===== src/rtl/transmisor_resultado_filtro.sv =====
// ---------------------------------------------------------------------------
// transmisor_resultado_filtro
//
// Takes the filter result on the controller's one-cycle i_listo pulse and sends
// it over a UART 8N1 line: DW/8 bytes, most-significant byte first, each byte
// LSB first. The bit period is generated internally from BIT_CYCLES, so no
// external baud tick is needed. A one-cycle done tick marks the end of the
// frame, and a one-cycle o_perdido pulse flags every result that arrives
// while a frame is still being sent (that result is dropped).
//
// Ports
//   i_clk           system clock, rising edge
//   i_reset         synchronous reset, active-high; aborts any frame
//   i_listo         one-cycle pulse: i_dato is valid
//   i_dato[DW-1:0]  filter result, sampled only when i_listo is accepted
//   o_tx            serial line, idles high
//   o_tx_busy       high from the cycle after acceptance until the frame ends
//   o_tx_done_tick  one-cycle pulse on the first idle cycle after the frame
//   o_perdido       one-cycle pulse the cycle after an ignored i_listo
//
// All outputs are registered.
//
// State | Meaning
// ------+-----------------------------------------------------------------
// IDLE  | line high, waiting for i_listo
// START | start bit (line low) for BIT_CYCLES cycles
// DATA  | data bit r_bit of the current byte, BIT_CYCLES cycles per bit
// STOP  | stop bit (line high); then next byte's START or back to IDLE
// ---------------------------------------------------------------------------
module transmisor_resultado_filtro #(
    parameter int DW         = 16,
    parameter int BIT_CYCLES = 2604
) (
    input  logic          i_clk,
    input  logic          i_reset,
    input  logic          i_listo,
    input  logic [DW-1:0] i_dato,
    output logic          o_tx,
    output logic          o_tx_busy,
    output logic          o_tx_done_tick,
    output logic          o_perdido
);

    localparam int NBYTES = DW / 8;
    localparam int CNT_W  = $clog2(BIT_CYCLES);
    localparam int BYTE_W = $clog2(NBYTES) + 1;

    // The bit timer is a down-counter reloaded with BIT_CYCLES-1 at the start
    // of every bit; the bit ends on the cycle it reads zero.
    localparam logic [CNT_W-1:0]  CNT_LOAD  = CNT_W'(BIT_CYCLES - 1);
    localparam logic [BYTE_W-1:0] LAST_BYTE = BYTE_W'(NBYTES - 1);

    typedef enum logic [1:0] {
        S_IDLE,
        S_START,
        S_DATA,
        S_STOP
    } state_t;

    state_t              r_state, w_state_n;
    logic [DW-1:0]       r_shift, w_shift_n;
    logic [CNT_W-1:0]    r_cnt,   w_cnt_n;
    logic [2:0]          r_bit,   w_bit_n;
    logic [BYTE_W-1:0]   r_byte,  w_byte_n;
    logic                r_tx,    w_tx_n;
    logic                r_busy,  w_busy_n;
    logic                r_done,  w_done_n;
    logic                r_perdido, w_perdido_n;

    // The byte being sent always sits in the top 8 bits of the shift register.
    logic [7:0]          w_byte_actual;
    logic                w_fin_bit;

    assign w_byte_actual = r_shift[DW-1 -: 8];
    assign w_fin_bit     = (r_cnt == '0);

    always_ff @(posedge i_clk) begin
        if (i_reset) begin
            r_state   <= S_IDLE;
            r_shift   <= '0;
            r_cnt     <= '0;
            r_bit     <= '0;
            r_byte    <= '0;
            r_tx      <= 1'b1;
            r_busy    <= 1'b0;
            r_done    <= 1'b0;
            r_perdido <= 1'b0;
        end else begin
            r_state   <= w_state_n;
            r_shift   <= w_shift_n;
            r_cnt     <= w_cnt_n;
            r_bit     <= w_bit_n;
            r_byte    <= w_byte_n;
            r_tx      <= w_tx_n;
            r_busy    <= w_busy_n;
            r_done    <= w_done_n;
            r_perdido <= w_perdido_n;
        end
    end

    always_comb begin
        w_state_n   = r_state;
        w_shift_n   = r_shift;
        w_cnt_n     = r_cnt;
        w_bit_n     = r_bit;
        w_byte_n    = r_byte;
        w_tx_n      = r_tx;
        w_busy_n    = r_busy;
        w_done_n    = 1'b0;
        // Any listo seen outside IDLE is dropped and reported.
        w_perdido_n = i_listo && (r_state != S_IDLE);

        case (r_state)
            S_IDLE: begin
                w_tx_n   = 1'b1;
                w_busy_n = 1'b0;
                if (i_listo) begin
                    w_shift_n = i_dato;
                    w_cnt_n   = CNT_LOAD;
                    w_bit_n   = '0;
                    w_byte_n  = '0;
                    w_tx_n    = 1'b0;
                    w_busy_n  = 1'b1;
                    w_state_n = S_START;
                end
            end

            S_START: begin
                if (w_fin_bit) begin
                    w_cnt_n   = CNT_LOAD;
                    w_bit_n   = '0;
                    w_tx_n    = w_byte_actual[0];
                    w_state_n = S_DATA;
                end else begin
                    w_cnt_n = r_cnt - CNT_W'(1);
                end
            end

            S_DATA: begin
                if (w_fin_bit) begin
                    w_cnt_n = CNT_LOAD;
                    if (r_bit == 3'd7) begin
                        w_tx_n    = 1'b1;
                        w_state_n = S_STOP;
                    end else begin
                        w_bit_n = r_bit + 3'd1;
                        w_tx_n  = w_byte_actual[r_bit + 3'd1];
                    end
                end else begin
                    w_cnt_n = r_cnt - CNT_W'(1);
                end
            end

            S_STOP: begin
                if (w_fin_bit) begin
                    if (r_byte == LAST_BYTE) begin
                        w_tx_n    = 1'b1;
                        w_busy_n  = 1'b0;
                        w_done_n  = 1'b1;
                        w_state_n = S_IDLE;
                    end else begin
                        // Next byte starts right away, no idle gap on the line.
                        w_shift_n = r_shift << 8;
                        w_byte_n  = r_byte + BYTE_W'(1);
                        w_cnt_n   = CNT_LOAD;
                        w_tx_n    = 1'b0;
                        w_state_n = S_START;
                    end
                end else begin
                    w_cnt_n = r_cnt - CNT_W'(1);
                end
            end

            default: begin
                w_state_n = S_IDLE;
                w_tx_n    = 1'b1;
                w_busy_n  = 1'b0;
            end
        endcase
    end

    assign o_tx           = r_tx;
    assign o_tx_busy      = r_busy;
    assign o_tx_done_tick = r_done;
    assign o_perdido      = r_perdido;

endmodule


===== config.mk =====
export PLATFORM = sky130hd
export DESIGN_NAME = transmisor_resultado_filtro
export DESIGN_NICKNAME = d
export VERILOG_FILES = /design/src/rtl/transmisor_resultado_filtro.sv
export SDC_FILE = /design/constraint.sdc
export NUM_CORES = 1
export LEC_CHECK = 0
export BUFFER_PORTS_ARGS = -buffer_cell sky130_fd_sc_hd__buf_2
export CORE_MARGIN = 1.5
export CORE_UTILIZATION = 53
export DETAILED_ROUTE_END_ITERATION = 12
export HOLD_SLACK_MARGIN = 0.15
export PLACE_DENSITY = 0.81
export SKIP_CTS_REPAIR_TIMING = 1
export SYNTH_ARGS = -nofsm -noshare
export SYNTH_HDL_FRONTEND = slang
export SYNTH_SLANG_ARGS = --single-unit

===== constraint.sdc =====
create_clock -name i_clk -period 2 [get_ports i_clk]
set_input_delay 0.4 -clock i_clk [delete_from_list [all_inputs] [get_ports i_clk]]
set_output_delay 0.4 -clock i_clk [all_outputs]
set_load 0.01 [all_outputs]

# Word level (Yosys, flattened, before mapping)

Index checks and enable logic that the tools add are counted.

$add $sub $neg: 3
Order comparisons: 1
Eq/ne operators: 14
Multiplexer cells: 38
Bitwise logic cells: 2
Reductions and logical operators: 14

Operator list:

| operator                                                   | count |
|---|---|
| 2-to-1 mux 12 bit                                          | 4 |
| 2-to-1 mux 16 bit                                          | 3 |
| one-hot mux 12 bit (3 select lines)                        | 1 |
| one-hot mux 16 bit (2 select lines)                        | 1 |
| 2-to-1 mux 2 bit                                           | 8 |
| inequality test 2 bit, second input constant               | 8 |
| zero test 12 bit                                           | 1 |
| 2-to-1 mux 3 bit                                           | 4 |
| subtractor 12 x 1 -> 12 bit, second input constant         | 1 |
| 2-to-1 mux 1 bit                                           | 11 |
| AND reduction 5 bit                                        | 2 |
| one-hot mux 3 bit (3 select lines)                         | 1 |
| one-hot mux 2 bit (4 select lines)                         | 1 |
| AND reduction 3 bit                                        | 2 |
| equality test 2 x 1 -> 1 bit, second input constant        | 2 |
| equality test 2 bit, second input constant                 | 2 |
| less-than comparator 3 x 4 -> 1 bit, second input constant | 1 |
| one-hot mux 1 bit (4 select lines)                         | 1 |
| one-hot mux 2 bit (2 select lines)                         | 1 |
| AND reduction 4 bit                                        | 1 |
| nonzero test 2 bit                                         | 2 |
| adder 3 x 1 -> 3 bit, second input constant                | 1 |
| binary-select mux 1 bit (select 3 bit)                     | 1 |
| equality test 3 bit, second input constant                 | 1 |
| other kinds (10)                                           | 11 |

Flip-flop bits (word level): 39
Logic and storage cells: 81

# Longest topological paths before layout

Gate-level depths: netlist of the first run.

Depth in word-level cells: 6
Depth in mapped cells: 8

# Worst setup path after synthesis of the first run

Ideal clock, no wire load.

Path type: reg2reg
Start: register r_cnt[0]
End: register r_cnt[6]
Arrival time: 1832 ps
Path slack: 62 ps
Stages on the path, launching flop included: 7
Clock period less this slack: 1938 ps
Cell sequence: dfxtp_1 inv_1 ha_1 or3b_2 or3_1 or4_1 o311ai_0

Longest elaborated chain between the ends: 3

Ends and longest elaborated chain:

| item                                                                              | line | source |
|---|---|---|
| start: declaration                                                                | 62   | `logic [CNT_W-1:0] r_cnt, w_cnt_n;` |
| start signal: assignment                                                          | 91   | `r_cnt <= w_cnt_n;` |
| subtractor 12 x 1 -> 12 bit / zero test 12 bit (equally long branches)            | n/a  |  |
| 2-to-1 mux 12 bit (tied with other cells)                                         | 155  | `if (w_fin_bit) begin` |
| one-hot mux 12 bit (3 select lines) / AND reduction 2 bit (equally long branches) | n/a  |  |

Parallel ways exist; a longest one is shown, timed or not.
A chain may end at the register's enable or synchronous reset.

# Worst setup path in the final report of the first run

Start: register r_cnt[0]
End: register r_shift[8]

Longest elaborated chain between the ends: 3

Ends and longest elaborated chain:

| item                                   | line | source |
|---|---|---|
| zero test 12 bit                       | 75   | `assign w_fin_bit = (r_cnt == '0);` |
| inequality test 2 bit (no source line) | n/a  |  |
| AND reduction 4 bit (no source line)   | n/a  |  |
| end signal: assignment                 | 90   | `r_shift <= w_shift_n;` |
| end: declaration                       | 61   | `logic [DW-1:0] r_shift, w_shift_n;` |

No other way between the ends.

==> metrics.md, run 1 <==
| Metric | Value |
|---|---|
| Vias per cell | `6.34` |
| Placement Rows | `23` |
| Clock slew at reported path FFs | `90 ps` |
| Register area share after synthesis | `0.347` |
| First-pass detailed-route iteration total | `5` |
| Fin crit period | `between 1500 and 2000 ps` |
| Synth top area cells | `dfxtp_1 (35%), ha_1 (5.0%), o211a_1 (4.0%)` |
| EDFF count, synth | `0` |
| Die area | `about 4600 sq um` |
| Simple-gate portion of the synthesized area | `0.225` |
| P per Cell Area | `about 1500 nW/um^2` |
| Crit-path max cell delay | `540 ps` |
| I/O Pins | `23` |
| CTS tree | `yes` |
| Area grow syn2layout | `20.4%` |
| Hold Crit Class | `in -> reg` |
| Core area | `~4000 sq um` |
| Top-area cell type share of the netlist area | `0.347` |
| Total Wirelength | `roughly 5600 microns` |
| Fin nets | `a little over 300` |
| Tot GR Track Use | `0.270` |
| Post-synthesis async set-or-reset flop share | `0` |
| Syn_nets | `266` |
| Initial DRC Count | `273` |
| LEAKAGE | `about 1.1 nW` |
| Post-synthesis compound-gate area fraction | `0.261` |
| HPWL Detailed | `between 4000 and 5000 microns` |
| Commonest non-fill, non-tap cell in the layout | `dfxtp_1` |
| Number of global-route vias before repair | `roughly 2000` |
| Port bufs | `22` |
| Clock Tree Root | `clkbuf_8` |
| Antenna violations before repair | `0` |
| Worst slew slack as a fraction of its limit | `0.691` |
| FF+latch count, synth | `39` |
| Crit path kind | `reg -> reg` |
| Largest family of logic cells by synthesized area | `compound AO/OA/AOI/OAI gates` |
| Share of layout cells above drive strength 1 | `0.278` |
| Max cap viols | `0` |
| CTS Sinks | `39` |
| Routed len/inst | `~17 microns` |
| Skew final | `around 6.2 ps` |
| Status | `completed` |
| Post-place instance area | `2570 sq um` |
| RSZ-0062 raised after global routing | `true` |
| Filler cell count | `roughly 320` |
| Hold Fails Final Rpt | `0` |
| Clock Latency Late Sink | `about 300 ps` |
| Slew Limit Fails | `0` |
| Count of warnings emitted by yosys | `0` |
| DP Worst Slack | `-13.1 ps` |
| Critical Path, Cell by Cell | `inv_1 > ha_1 > or4bb_4 > nor4_4 > buf_4 > buf_6 > o211ai_1 > o211a_1` |
| Cells after Synth | `between 200 and 250` |
| WP data required | `2200 ps` |
| Setup WS post-layout | `approximately 65 ps` |
| First-pass GRT wire length | `9310 microns` |
| Commonest cells after routing, fill and taps aside | `dfxtp_1 (38), buf_4 (30), buf_2 (22), nand2_1 (11), o211ai_1 (11)` |
| CP max stage cell | `or4bb_4` |
| Synth cell types | `between 50 and 60` |
| Syn Area/Cell | `between 9 and 10 sq um` |
| Post-synthesis share of cell area spent on full adders, half adders and majority gates | `0.0501` |
| Xor and xnor area share after synthesis | `0` |
| Final instance area | `2710 sq um` |
| CP Capture Type | `register` |
| VDD IR-drop max | `around 0.00070 V` |
| CP Max Fanout | `7` |
| Largest net degree at the start of global routing | `19` |
| Die width | `between 60 and 70 microns` |
| Multiplexer share of the synthesized area | `0.0607` |
| Final GP Congestion | `0.832` |
| Vias | `~2100` |
| Antenna cell count | `0` |
| TritonCTS Buffers | `5` |
| Grt ovf | `0` |
| Starting Density | `0.558` |
| # DRC | `0` |
| Die H | `around 68 microns` |
| Final worst-path cycle share | `0.967` |
| Synth Flop Type | `dfxtp_1` |
| Synth area leader | `dfxtp_1` |
| Antenna viol nets, final | `0` |
| H-tree depth | `2` |
| Final setup viols | `0` |
| Fmax | `517 MHz` |
| Worst-Margin Slew | `about 460 ps` |
| Clk buf depth | `2` |
| CP arrival | `about 2100 ps` |
| Mapped cell area | `2250 sq um` |
| Kind of start point of the critical path | `register` |
==> cell usage after synthesis (all sizes together), types with 2 or more instances <==
library cell / instances
nand2b: 4
o211ai: 11
a41oi: 2
a21oi: 7
mux2i: 8
a31oi: 4
nor3: 10
nor2b: 4
or4: 4
nor3b: 2
clkbuf: 10
mux4: 2
nor4: 5
a32o: 8
dfxtp: 39
nand3: 8
o211a: 9
ha: 9
o311ai: 2
inv: 10
nand2: 11
or3: 6
o31ai: 3
a311oi: 3
o21ai: 6
o2111a: 2
o32ai: 2
a211oi: 3
a32oi: 2
nor2: 9
and3: 2
nand4: 7
and2: 3
buf: 5
==> power breakdown <==
part,switching (W),internal (W)
combinational,0.00119,0.000988
sequential,0.000237,0.00105
clock,0.000313,0.000249
==> critical path, delay by kind of cell, from the launching register on <==
kind                       cells  cell delay, ps
buffers and inverters          3             390
AOI/OAI and AO/OA              2             260
and+or+nand+nor                2             680
adders and majority gates      1             170
DFF                            1             310
==> stage by stage <==
step	util	cells	power (W)	hold slack [ps]	setup TNS [ps]
4_1_cts	0.661	334	0.00393	303	-82.4
6_report	0.672	334	0.00402	303	0
3_5_place_dp	0.638	326	0.00336	473	-13.1
5_1_grt	0.672	334	0.00428	298	-10.6
2_1_floorplan	-	238	0.00268	428	0
3_3_place_gp	0.638	326	0.00327	435	0
==> kinds of logic after synthesis <==
logic type | after synthesis
AOI/OAI and AO/OA | 70
adders and majority gates | 9
DFF | 39
buffers and inverters | 26
muxes | 11
and+or+nand+nor | 83
==> worst paths after layout <==
kind | slack [ps] | cells after the start | from | end
setup / recovery | 70 | 8 | r_cnt[0]$_SDFFE_PP0P_ | r_shift[8]$_SDFFE_PP0P_
hold / removal | 300 | 2 | i_dato[5] | r_shift[5]$_SDFFE_PP0P_
hold reg to reg | 480 | 2 | o_tx_busy$_SDFFE_PP0P_ | o_tx_busy$_SDFFE_PP0P_
setup reg to reg | 70 | 8 | r_cnt[0]$_SDFFE_PP0P_ | r_shift[8]$_SDFFE_PP0P_
==> area by class of cell <==
class / instances / area [sq um] / share of cell area
multi-input cells: 173 / 1380 / 0.510
clock inverters: 3 / 25.0 / 0.00924
repair buffers: 53 / 347 / 0.128
clock buffers: 5 / 68.8 / 0.0254
flip-flops and latches: 39 / 782 / 0.289
inverters: 11 / 41.3 / 0.0152
well taps: 50 / 62.6 / 0.0231
==> registers in the layout, indices dropped and copies added, names as in the netlist <==
name / cells
r_bit: 3
r_shift: 16
r_byte: 2
r_state: 2
o_perdido: 1
o_tx_busy: 1
o_tx: 1
o_tx_done_tick: 1
r_cnt: 12
==> metal layers <==
metal / GRT usage / vias to the layer above / part of all wire
li1: - / 1024 / -
met1: 0.375 / 993 / 0.44
met2: 0.402 / 89 / 0.48
met3: 0.0559 / 12 / 0.057
met4: 0.118 / 0 / 0.021
met5: 0 / - / 0
Power figures use the tool's default switching activity.
==> inputs of run 2 (changes only) <==
clock period = 1.7 ns   (was 2 ns; I/O delays follow)
==> metrics.md, run 2 (synthesis gave the netlist of run 1 again) <==
| Metric | Value |
|---|---|
| Antenna viol nets, final | `0 (unchanged)` |
| Part of the power in the clock network | `0.112 (was 0.140)` |
| Setup total negative slack | `-5150 ps (was 0 ps)` |
| Placement Rows | `23 (unchanged)` |
| Cell Int Power | `0.00337 W (was 0.00228 W)` |
| Die width | `68.1 microns (unchanged)` |
| Psw | `0.00250 W (was 0.00174 W)` |
| Flop pwr share | `0.247 (was 0.319)` |
| Starting Density | `0.558 (unchanged)` |
| Kind of start point of the critical path | `register (unchanged)` |
| Hold Crit Class | `in -> reg (unchanged)` |
| CTS Sinks | `39 (unchanged)` |
| Final setup viols | `24 (was 0)` |
| Critical Path, Cell by Cell | `inv_2 > ha_4 > or4bb_4 > nor4_4 > buf_4 > o21a_1 > buf_6 > o211a_1 (was inv_1 > ha_1 > or4bb_4 > nor4_4 > buf_4 > buf_6 > o211ai_1 > o211a_1)` |
| Final GP Congestion | `0.887 (was 0.832)` |
| Cell Count, Final, Fillers Out | `371 (was 334)` |
| Largest register FFs | `16 (unchanged)` |
| Violated checks | `setup timing` |
| Clock Latency Late Sink | `300 ps (about the same)` |
| CP max stage cell | `or4bb_4 (unchanged)` |
| Fmax | `500 MHz (was 517 MHz)` |
| First-pass GRT wire length | `9720 microns (was 9310 microns)` |
| Tot GR Track Use | `0.278 (was 0.270)` |
| # placed instances | `358 (was 326)` |
| Comb pwr share | `0.641 (was 0.541)` |
| Crit-path leading delay family | `simple AND/OR/NAND/NOR gates (unchanged)` |
| Sw Ratio | `0.425 (was 0.432)` |
| Crit path kind | `reg -> reg (unchanged)` |
| Port bufs | `22 (unchanged)` |
| Total Wirelength | `6980 microns (was 5620 microns)` |
| WP data required | `1950 ps (was 2200 ps)` |
| Max cap viols | `0 (unchanged)` |
| CP arrival | `2250 ps (was 2140 ps)` |
| Antenna cell count | `0 (unchanged)` |
| Final worst-path cycle share | `1.18 (was 0.967)` |
| Grt ovf | `0 (unchanged)` |
| Share of layout cells above drive strength 1 | `0.486 (was 0.278)` |
| RSZ-0062 raised after global routing | `true (unchanged)` |
| Fin nets | `348 (was 311)` |
| Die H | `68.1 microns (unchanged)` |
| Commonest cells after routing, fill and taps aside | `buf_4 (62), dfxtp_1 (29), buf_2 (22), o211ai_1 (11) (was dfxtp_1 (38), buf_4 (30), buf_2 (22), nand2_1 (11), o211ai_1 (11))` |
| Hold Fails Final Rpt | `0 (unchanged)` |
| Vias | `2412 (was 2118)` |
| Worst-Margin Slew | `511 ps (was 458 ps)` |
| Die area | `4640 sq um (unchanged)` |
| TritonCTS Buffers | `5 (unchanged)` |
| VDD IR-drop max | `0.000888 V (was 0.000698 V)` |
| Skew final | `6.61 ps (was 6.24 ps)` |
| Clock slew at reported path FFs | `80 ps (was 90 ps)` |
| Clock Tree Root | `clkbuf_8 (unchanged)` |
| Initial DRC Count | `214 (was 273)` |
| CP Max Fanout | `8 (was 7)` |
| Worst slew slack as a fraction of its limit | `0.657 (was 0.691)` |
| P per Cell Area | `1830 nW/um^2 (was 1480 nW/um^2)` |
| CTS tree | `yes (unchanged)` |
| Slew Limit Fails | `0 (unchanged)` |
| LEAKAGE | `1.36 nW (was 1.13 nW)` |
| Biggest register | `r_shift (unchanged)` |
| # DRC | `0 (unchanged)` |
| CP Capture Type | `register (unchanged)` |
| Largest net degree at the start of global routing | `19 (unchanged)` |
| Status | `finished with violations (was completed)` |
| Fin crit period | `2000 ps (was 1930 ps)` |
| Crit-path max cell delay | `530 ps (was 540 ps)` |
| Setup WS post-layout | `-301 ps (was 65.4 ps)` |
| I/O Pins | `23 (unchanged)` |
| First-pass detailed-route iteration total | `5 (unchanged)` |
| Top Registers | `r_shift x16, r_cnt x12, r_bit x3 (unchanged)` |
| Clk buf depth | `2 (unchanged)` |
| Number of global-route vias before repair | `2100 (was 1961)` |
| Routed len/inst | `18.8 microns (was 16.8 microns)` |
| Crit path buf inv count | `3 (unchanged)` |
| H-tree depth | `2 (unchanged)` |
| Area grow syn2layout | `42.7% (was 20.4%)` |
| HPWL Detailed | `4280 microns (was 4040 microns)` |
| Core area | `4030 sq um (unchanged)` |
| Antenna violations before repair | `0 (unchanged)` |
| Vias per cell | `6.50 (was 6.34)` |
| Final Hold Slack | `245 ps (was 303 ps)` |
| Util after Layout | `0.796 (was 0.672)` |
| Commonest non-fill, non-tap cell in the layout | `buf_4 (was dfxtp_1)` |
## run 2: final cells by class
type	count	area, sq um
flip-flops and latches	39	793
fillers	240	821
clock inverters	3	25.0
multi-input cells	173	1570
repair buffers	90	652
clock buffers	5	68.8
inverters	11	41.3
well taps	50	62.6
## run 2: through the flow
| stage | worst slack [ps] | power, W | instance area [sq um] |
|---|---|---|---|
| after floorplan | -149 | 0.00326 | 2300 |
| after global placement | -185 | 0.00434 | 2860 |
| after detailed placement | -247 | 0.00445 | 2860 |
| after CTS | -274 | 0.00512 | 2950 |
| after global routing | -361 | 0.00619 | 3210 |
| final | -301 | 0.00587 | 3210 |
## run 2: per-layer routing
metal | vias to the layer above | GRT usage | share of wire
li1 | 1109 | - | -
met5 | - | 0 | 0
met2 | 113 | 0.445 | 0.48
met3 | 31 | 0.0444 | 0.056
met1 | 1159 | 0.377 | 0.43
met4 | 0 | 0.0975 | 0.035
## run 2: worst paths after layout
path	startpoint	depth (start not counted)	slack, ps	to
hold reg to reg	o_tx_busy$_SDFFE_PP0P_	2	480	o_tx_busy$_SDFFE_PP0P_
hold / removal	i_dato[5]	2	250	r_shift[5]$_SDFFE_PP0P_
setup reg to reg	r_cnt[0]$_SDFFE_PP0P_	8	-300	r_shift[11]$_SDFFE_PP0P_
setup / recovery	r_cnt[0]$_SDFFE_PP0P_	8	-300	r_shift[11]$_SDFFE_PP0P_
## run 2: power groups by stage
stage	Clock [W]	Combinational [W]	Sequential, W
final	0.000658	0.00376	0.00145
after global routing	0.000706	0.00400	0.00148
after CTS	0.000664	0.00304	0.00142
after detailed placement	0	0.00301	0.00144
after global placement	0	0.00292	0.00142
after floorplan	0	0.00177	0.00148
## run 2: worst reg2reg max path: stages, from the launching register on
cell and delay (ps):
dfxtp_2 330, inv_2 80, ha_4 130, or4bb_4 530
nor4_4 250, buf_4 180, o21a_1 170, buf_6 140
o211a_1 140
